### src/rtl/dmem_arbiter.sv
// Two-port (core + debug/loader) arbiter in front of a single-ported data memory.
// Combinational grants, one-cycle read return, fairness run limit and core stall counter.
module dmem_arbiter #(
    parameter int ADDR_W  = 32,
    parameter int MAX_RUN = 4
) (
    input  logic              clk,
    input  logic              rst,
    input  logic              c_req,
    input  logic              c_we,
    input  logic [3:0]        c_be,
    input  logic [ADDR_W-1:0] c_addr,
    input  logic [31:0]       c_wdata,
    output logic              c_gnt,
    output logic              c_rvalid,
    output logic [31:0]       c_rdata,
    input  logic              d_req,
    input  logic              d_we,
    input  logic [3:0]        d_be,
    input  logic [ADDR_W-1:0] d_addr,
    input  logic [31:0]       d_wdata,
    output logic              d_gnt,
    output logic              d_rvalid,
    output logic [31:0]       d_rdata,
    input  logic              d_lock,
    output logic              m_en,
    output logic              m_we,
    output logic [3:0]        m_be,
    output logic [ADDR_W-1:0] m_addr,
    output logic [31:0]       m_wdata,
    input  logic [31:0]       m_rdata,
    output logic [15:0]       c_wait_cnt
);

    typedef enum logic [1:0] {IDLE, CORE_RD, DBG_RD} state_t;

    localparam logic [3:0] MAX_RUN_L = 4'(MAX_RUN);

    state_t      state_reg, state_next;
    logic [3:0]  run_cnt_reg, run_cnt_next;
    logic [15:0] wait_cnt_reg, wait_cnt_next;

    // Core normally wins a contest; debug is forced through once the core
    // has taken MAX_RUN contested grants in a row, and always wins under lock.
    always_comb begin
        c_gnt = 1'b0;
        d_gnt = 1'b0;
        if (!rst) begin
            c_gnt = c_req && !d_lock && !(d_req && (run_cnt_reg == MAX_RUN_L));
            d_gnt = d_req && !c_gnt;
        end
    end

    always_comb begin
        m_en    = c_gnt | d_gnt;
        m_we    = 1'b0;
        m_be    = '0;
        m_addr  = '0;
        m_wdata = '0;
        if (c_gnt) begin
            m_we    = c_we;
            m_be    = c_be;
            m_addr  = c_addr;
            m_wdata = c_wdata;
        end else if (d_gnt) begin
            m_we    = d_we;
            m_be    = d_be;
            m_addr  = d_addr;
            m_wdata = d_wdata;
        end
    end

    always_comb begin
        run_cnt_next = run_cnt_reg;
        if (d_gnt || !d_req) begin
            run_cnt_next = '0;
        end else if (c_gnt && (run_cnt_reg != MAX_RUN_L)) begin
            run_cnt_next = run_cnt_reg + 4'd1;
        end
    end

    always_comb begin
        wait_cnt_next = wait_cnt_reg;
        if (c_req && !c_gnt && (wait_cnt_reg != 16'hFFFF)) begin
            wait_cnt_next = wait_cnt_reg + 16'd1;
        end
    end

    // Response FSM: a read granted this cycle returns data next cycle.
    always_comb begin
        state_next = IDLE;
        c_rvalid   = 1'b0;
        c_rdata    = '0;
        d_rvalid   = 1'b0;
        d_rdata    = '0;
        if (c_gnt && !c_we) begin
            state_next = CORE_RD;
        end else if (d_gnt && !d_we) begin
            state_next = DBG_RD;
        end
        if (!rst) begin
            case (state_reg)
                CORE_RD: begin
                    c_rvalid = 1'b1;
                    c_rdata  = m_rdata;
                end
                DBG_RD: begin
                    d_rvalid = 1'b1;
                    d_rdata  = m_rdata;
                end
                default: ;
            endcase
        end
    end

    assign c_wait_cnt = rst ? 16'h0000 : wait_cnt_reg;

    always_ff @(posedge clk) begin
        if (rst) begin
            state_reg    <= IDLE;
            run_cnt_reg  <= '0;
            wait_cnt_reg <= '0;
        end else begin
            state_reg    <= state_next;
            run_cnt_reg  <= run_cnt_next;
            wait_cnt_reg <= wait_cnt_next;
        end
    end

endmodule

### config.mk
export PLATFORM = sky130hd
export DESIGN_NAME = dmem_arbiter
export DESIGN_NICKNAME = d
export VERILOG_FILES = /design/src/rtl/dmem_arbiter.sv
export SDC_FILE = /design/constraint.sdc
export NUM_CORES = 1
export LEC_CHECK = 0
export ABC_AREA = 1
export CORE_AREA = 5 5 126 128
export DETAILED_ROUTE_END_ITERATION = 10
export DIE_AREA = 0 0 131 133
export HOLD_SLACK_MARGIN = 0.12
export SYNTH_ARGS = -nofsm -noshare
export SYNTH_HDL_FRONTEND = slang
export SYNTH_SLANG_ARGS = --single-unit
### constraint.sdc
create_clock -name clk -period 2.2 [get_ports clk]
set_clock_uncertainty 0.1 [all_clocks]
set_input_delay 0.22 -clock clk [delete_from_list [all_inputs] [get_ports clk]]
set_output_delay 0.22 -clock clk [all_outputs]
set_load 0.01 [all_outputs]
Word-level counts from Yosys, hierarchy flattened
Cells that the tools add are included.

Mux-type cells: 21. Reduce and logical (&&, ||, !) cells: 19. Bitwise gates (word level): 1. Add/sub/neg operators: 2. Equality and inequality tests: 5.

Operator list (number): $mux W32 (8); $add A16 B1 Y16 const B (1); $mux W16 (1); $ne A16 B16 Y1 const B (1); $logic_and A1 B1 Y1 (9); $mux W1 (9); $mux W4 (2); $logic_not A1 Y1 (7); $add A4 B1 Y4 const B (1); $eq A4 B3 Y1 const B (1); $ne A4 B3 Y1 const B (1); $reduce_or A2 Y1 (2); $eq A2 B1 Y1 const B (1); $eq A2 B2 Y1 const B (1); $mux W2 (1); $logic_or A1 B1 Y1 (1); $or A1 B1 Y1 (1).

Output and inout port bits: 154. Input bits: 175. Logic and storage cells: 52. Register bits after elaboration: 22.

Depth between registers and ports, before layout
Depth in word-level cells: 10. Mapped depth: 9. Gate-level depth less buffers: 9.

Worst setup path after synthesis
No wires, ideal clock.

Path type: register to output. Start: reg run_cnt_reg[0]. End: out m_addr[25]. Stages on the path, launching flop included: 9. Arrival: 1340 ps. Path slack: 540 ps. Required time: 1880 ps. Buffers on the path: 1. Cell sequence: dfxtp_1 > inv_1 > ha_1 > nand4_2 > nand2_1 > nand3_2 > inv_2 > buf_6 > a22o_1.

Word-level cells in the longest chain between the ends: 9. Elaborated cells on any way between the ends: 10. Those cells by class: 1 x eq/ne; 4 x mux; 5 x reduce/logical.

RTL lines: start, declared (line 40) `logic [3:0] run_cnt_reg, run_cnt_next;`; start signal, assigned (line 125) `run_cnt_reg <= run_cnt_next;`; $eq A4 B3 Y1 (line 49) `c_gnt = c_req && !d_lock && !(d_req && (run_cnt_reg == MAX_RUN_L));`; $logic_and A1 B1 Y1 (line 49); $logic_not A1 Y1 (line 49); $logic_and A1 B1 Y1 (line 49); $logic_not A1 Y1 (line 50) `d_gnt = d_req && !c_gnt;`; $logic_and A1 B1 Y1 (line 50); $mux W1 (line 48) `if (!rst) begin`; net d_gnt (line 22) `output logic d_gnt,`; $mux W32 (line 65) `end else if (d_gnt) begin`; $mux W32 (line 60) `if (c_gnt) begin`; end, declared (line 29) `output logic [ADDR_W-1:0] m_addr,`.

The timed path passes the listed nets, and every way through them passes these cells.

Worst setup path in the final report
Start: in rst. End: out m_wdata[0].

Word-level cells in the longest chain between the ends: 3. Elaborated cells on any way between the ends: 4. Those cells by class: 4 x mux.

RTL lines: start, declared (line 8) `input logic rst,`; $mux W1 (line 48); $mux W32 (line 65); $mux W32 (*) (line 60); end, declared (line 30) `output logic [31:0] m_wdata,`.

Every way passes the cells marked *; elsewhere a longest branch is shown, timed or not.

==> flow_metrics.py <==
metrics = {
    "logic_synthesis": {
        "synth-seq-area-share_pct": 16.4,
        "async_reset_ff_share_pct": 0,
        "synth_nets": 604,
        "synth-warning-count": 0,
        "synth_cells": 426,
        "synth-seq-cells": 22,
        "synth_edf_count": 0,
        "avgSynthCellArea_um2": 6.30,
        "synthFlopType": "dfxtp_1",
        "synth_cell_types": 26,
        "syn_area_mm2": 0.00268,
    },
    "floorplanning": {
        "dieHeight_um": 133,
        "io_pins": 329,
        "die-area_mm2": 0.0174,
        "die_w_um": 131,
        "rows": 45,
        "initial_core_util_pct": 18.2,
        "fp.coreArea_mm2": 0.0148,
    },
    "sta": {
        "grt_setup_unrepaired": "no",
        "slew_viol_final": 0,
        "post-route-period-util_pct": 96.5,
        "setup_viol": 0,
        "fmax_mhz": 471,
        "tightest_slew_ps": 356,
        "layout_setup_ws_ps": 76.3,
        "hold_viol": 0,
        "slew_headroom_pct": 76.2,
        "period_needed_ps": 2120,
    },
    "pwr": {
        "leakage_nw": 2.88,
        "irDropWorstVdd_mv": 0.304,
        "p_per_area_mw_per_mm2": 280,
    },
    "detailed_routing": {
        "firstDrtPassIters": 5,
        "drt_iter0_drc": 188,
        "num_vias": 4225,
        "ant_nets": 0,
        "wl_per_cell_um": 20.5,
        "vias_per_cell": 4.44,
        "drc": 0,
        "drt_wl_total_mm": 19.5,
    },
    "flow_run": {
        "drv_cap": 0,
    },
    "critical_path": {
        "r2r_start": "run_cnt_reg[0]$_SDFFE_PP0P_",
        "slowest_stage": "clkdlybuf4s50_1",
        "critPathLaunchType": "input port",
        "crit_family": "buffers and inverters",
        "worst_path_most_repeated_cell": "buf_4",
        "end_kind": "output pin",
        "worstPathCellList": "clkdlybuf4s50_1 > inv_4 > buf_4 > nand3_4 > inv_8 > buf_12 > buf_16 > a22o_4 > buf_4",
        "startpoint": "rst",
        "cp.required_ps": 1880,
        "crit_type": "in -> out",
        "worst-path-buf-inv": 7,
        "cpPeakStageDelay_ps": 530,
        "critPathMaxFanout": 20,
        "crit_arrival_ps": 1800,
    },
    "cells_and_area": {
        "final_common_cell": "clkdlybuf4s50_1",
        "stdcell_count": 951,
        "fill_cells": 1504,
        "synthToLayoutAreaGrowth_pct": 134,
        "nNetsFinal": 942,
        "final_cell_mix": "250 x clkdlybuf4s50_1, 111 x nor2_1, 63 x a22o_1, 61 x inv_1, 61 x nand2_1",
        "largest_reg_flops": 16,
        "antenna_cells": 0,
        "drive_gt1_share_pct": 20.2,
    },
    "global_routing": {
        "grt_pass1_vias": 4180,
        "grt_start_max_net_pins": 34,
        "antenna_found_initial": 3,
        "track_usage_pct": 20.8,
        "grt_pass1_wl_mm": 27.0,
        "grt_overflow": 0,
    },
    "placed_design": {
        "gp_congestion": 0.958,
        "dp.cells": 940,
        "port-buffer-count": 328,
        "dp_hpwl_mm": 16.4,
        "dp_slack_ps": -381,
    },
    "hold_path": {
        "hold_path.class": "reg -> reg",
        "hp-start": "wait_cnt_reg[15]$_SDFFE_PP0P_",
    },
    "clock_network": {
        "cts_buffers": 3,
        "clockBufferDepth": 2,
        "cts_tree": "yes",
        "clock_latency_ps": 260,
        "cts_num_sinks": 22,
        "cts.clk_slew.worst_paths_ps": 60,
        "htreeDepth": 1,
        "root_buffer": "clkbuf_16",
    },
    "outcome": {
        "status": "finished clean",
    },
}
[layout make-up]
class / count / area (µm²) / share of cell area, %
timing repair buffer: 358 / 3360 / 53.5
multi-input combinational: 311 / 1860 / 29.7
sequential: 22 / 443 / 7.06
inverter: 68 / 273 / 4.35
tap: 188 / 235 / 3.75
clock buffer: 3 / 75.1 / 1.20
clock inverter: 1 / 30.0 / 0.479
[cells by family (layout without fill, tap and decap cells)]
group / after synthesis / in the layout / share of synthesized area [%]
flops: 22 / 22 / 16.4
xor+xnor: 4 / 4 / 1.31
buf+inv: 93 / 430 / 18.0
simple gates: 215 / 215 / 35.3
compound gates: 89 / 89 / 27.5
fa+ha+maj: 3 / 3 / 1.40
[worst paths after layout]
kind                                        end  slack (ps)  depth (start not counted)
setup / recovery                     m_wdata[0]          80                          9
hold / removal    wait_cnt_reg[15]$_SDFFE_PP0P_         400                          2
setup reg to reg   wait_cnt_reg[6]$_SDFFE_PP0P_         330                         10
hold reg to reg   wait_cnt_reg[15]$_SDFFE_PP0P_         400                          2
[worst register-to-register path: stages (launching register included)]
cell and delay, ps:
dfxtp_2 320, inv_2 70, ha_4 140, nand4_4 120, buf_6 140, nand3_4 80, buf_4 190, nand2_2 100
nor2_4 300, nand2_1 120, a21oi_2 130
[what timing repair did]
| item | 4_1_cts | 5_1_grt |
|---|---|---|
| setup endpoints to repair | 81 | 59 |
| cloned | 3 | 1 |
| pin swaps | 4 | 1 |
| hold buffers | 0 | 0 |
| resized for setup | 263 | 40 |
| buffers inserted | 2 | 1 |
[through the flow]
step           power (mW)  util, %  hold WS [ps]  area (µm²)  TNS [ps]
3_5_place_dp         1.26     42.1           390        6200    -15580
2_1_floorplan       0.681        -           192        2680         0
5_1_grt              1.83     42.5           416        6270         0
6_report             1.76     42.5           401        6270         0
3_3_place_gp         1.26     42.1           384        6200    -15930
4_1_cts              1.77     42.8           400        6320      -783
[routing by layer]
| layer | routed length (µm) | vias to the layer above | track usage (%) |
|---|---|---|---|
| li1 | - | 2063 | - |
| met5 | 31 | - | 0 |
| met2 | 8730 | 213 | 32.8 |
| met4 | 161 | 6 | 2.86 |
| met3 | 3020 | 16 | 11.2 |
| met1 | 7570 | 1927 | 25.6 |
[power by group]
| group | internal (mW) | total (mW) | switching, mW |
|---|---|---|---|
| combinational | 0.490 | 0.825 | 0.335 |
| sequential | 0.405 | 0.414 | 0.00870 |
| clock | 0.362 | 0.518 | 0.157 |
[synthesized netlist by cell type, types with 5 or more instances]
master	n	area, µm²
a21oi_1	6	30.0
a21oi_2	9	78.8
a22o_1	69	604
buf_6	15	169
clkbuf_1	7	26.3
dfxtp_1	22	440
inv_1	63	236
nand2_1	62	233
nand2_2	12	75.1
nand3_1	12	60.1
nand4_1	6	37.5
nor2_1	111	417
o21ai_0	5	25.0
No activity file was read; power rests on OpenSTA's default activity.
==> patch (config.mk and constraints unchanged) <==
Make the reset (`rst`) asynchronous in one clocked block.
--- a/src/rtl/dmem_arbiter.sv
+++ b/src/rtl/dmem_arbiter.sv
@@ -115,7 +115,7 @@
 
     assign c_wait_cnt = rst ? 16'h0000 : wait_cnt_reg;
 
-    always_ff @(posedge clk) begin
+    always_ff @(posedge clk or posedge rst) begin
         if (rst) begin
             state_reg    <= IDLE;
             run_cnt_reg  <= '0;
Behaviour: same outputs for any inputs over 4 cycles, from zero or initial values and one cycle with rst high; that may be too few to reach the edited logic, so the function may still have changed.
==> patch against the unedited design <==
Area after synthesis increased by 1.5%. Setup slack got worse by 52 ps. Sequential cell count did not move. Cell area grew 6.8%. Utilization is 2.9 points higher. Critical path depth increased by 2. Routed wire length is 16% lower. Total power grew 8.3%.
==> patch: results (changes against the unedited design) <==
Placement
  – Worst slack at placement: -271 ps (was -381 ps)
  – Post-DP HPWL: 12.9 mm (was 16.4 mm)
  – Weighted congestion reported at the end of routability-driven placement: 0.868 (was 0.958)

Global route
  – Met2 Use GR: 30.1% (was 32.8%)
  – Global-route wire length before repair: 23.2 mm (was 27.0 mm)
  – Number of global-route vias before repair: 4157 (was 4180)
  – Met3 layer usage reported by global route: 4.24% (was 11.2%)
  – Maximum number of pins on one net before global-route repair: 37 (was 34)
  – Total track usage: 16.9% (was 20.8%)
  – Global Route met1 Usage: 20.9% (was 25.6%)

Timing
  – Worst Max-Slew Pin Slew: 392 ps (was 356 ps)
  – Max Freq: 0.460 GHz (was 0.471 GHz)

Synth
  – Async set-reset flop share out of synthesis: 100% (was 0%)
  – Post-synth cell types: 23 (was 26)
  – Synth cell count leaders: nand2_1 (276), nor2_1 (98), inv_1 (58) (was nor2_1 (111), a22o_1 (69), inv_1 (63))
  – Top flip-flop cell by instance count after synthesis: dfrtp_1 (was dfxtp_1)
  – Synth top area cells: nand2_1 (38%), dfrtp_1 (20%), nor2_1 (13%) (was a22o_1 (23%), dfxtp_1 (16%), nor2_1 (16%))
  – Part of the Yosys area used for sequential elements: 20.2% (was 16.4%)

Detailed routing
  – Via/cell ratio: 4.09 (was 4.44)
  – 1st-iter DRT viols: 230 (was 188)
  – Routed vias: 4421 (was 4225)
  – Router iterations before antenna repair: 6 (was 5)
  – Routed wire length per instance: 15.1 um (was 20.5 um)

Pwr
  – Clock network fraction of total power: 22.2% (was 29.5%)
  – Share of total power consumed by net switching: 31.9% (was 28.5%)
  – Net load switching power: 0.607 mW (was 0.500 mW)
  – Leak Pwr: 3.88 nW (was 2.88 nW)

Worst setup path
  – Beginning of the worst register-to-register path: wait_cnt_reg[0] (was run_cnt_reg[0])
  – Critical R2R Capture: wait_cnt_reg[2] (was wait_cnt_reg[6])

Hold path
  – Hold Path Class: in2async (was reg2reg)

Layout
  – Filler instances: 1511 (was 1504)
  – Share of post-route cells with drive strength above 1: 17.2% (was 20.2%)

Outcome
  – Status: finished clean (unchanged)
[patch: cell type report]
type | count | area [um2] | area share [%]
Tap cell | 188 | 235 | 3.51
Clock buffer | 4 | 88.8 | 1.33
Timing Repair Buffer | 373 | 3670 | 54.7
Inverter | 59 | 224 | 3.34
Multi-Input combinational cell | 435 | 1930 | 28.9
Sequential cell | 22 | 551 | 8.22
[patch: worst max-delay path: stages (launching register included)]
cell and delay (ps):
dfrtp_1 390, inv_2 80, ha_4 140, nand4_4 90, a21oi_4 160, buf_6 120
buf_8 110, buf_12 120, clkbuf_16 150, nand2_2 40, nand2_1 60, buf_2 130
[patch: logic make-up (layout without fill, tap and decap cells)]
kind of cell	after synthesis	after routing	share of synthesized area, %
simple gates	401	401	58.1
buf+inv	85	436	12.9
compound gates	22	22	4.45
flops	22	22	20.2
xor+xnor	9	9	2.89
fa+ha+maj	3	3	1.38
[patch: repair_timing]
item / 4_1_cts / 5_1_grt
buffers inserted: 9 / 4
endpoints found under the setup margin: 115 / 88
cloned: 6 / 2
pin swaps: 3 / 11
resized for setup: 294 / 76
[patch: metal layers]
layer  wire length (um)  up-vias
met5                  0        -
met4                178        0
met3               1600       12
met2               8050      223
met1               6470     1879
li1                   -     2307
[patch: worst min-delay path by stage]
stage                     start  slack (ps)                to  depth (start not counted)
2_1_floorplan               rst         150    run_cnt_reg[0]                          1
3_3_place_gp   wait_cnt_reg[15]         450  wait_cnt_reg[15]                          2
3_5_place_dp   wait_cnt_reg[14]         460  wait_cnt_reg[14]                          2
4_1_cts                     rst         340      state_reg[0]                          4
5_1_grt                     rst         370      state_reg[0]                          4
6_report                    rst         310    run_cnt_reg[3]                          3
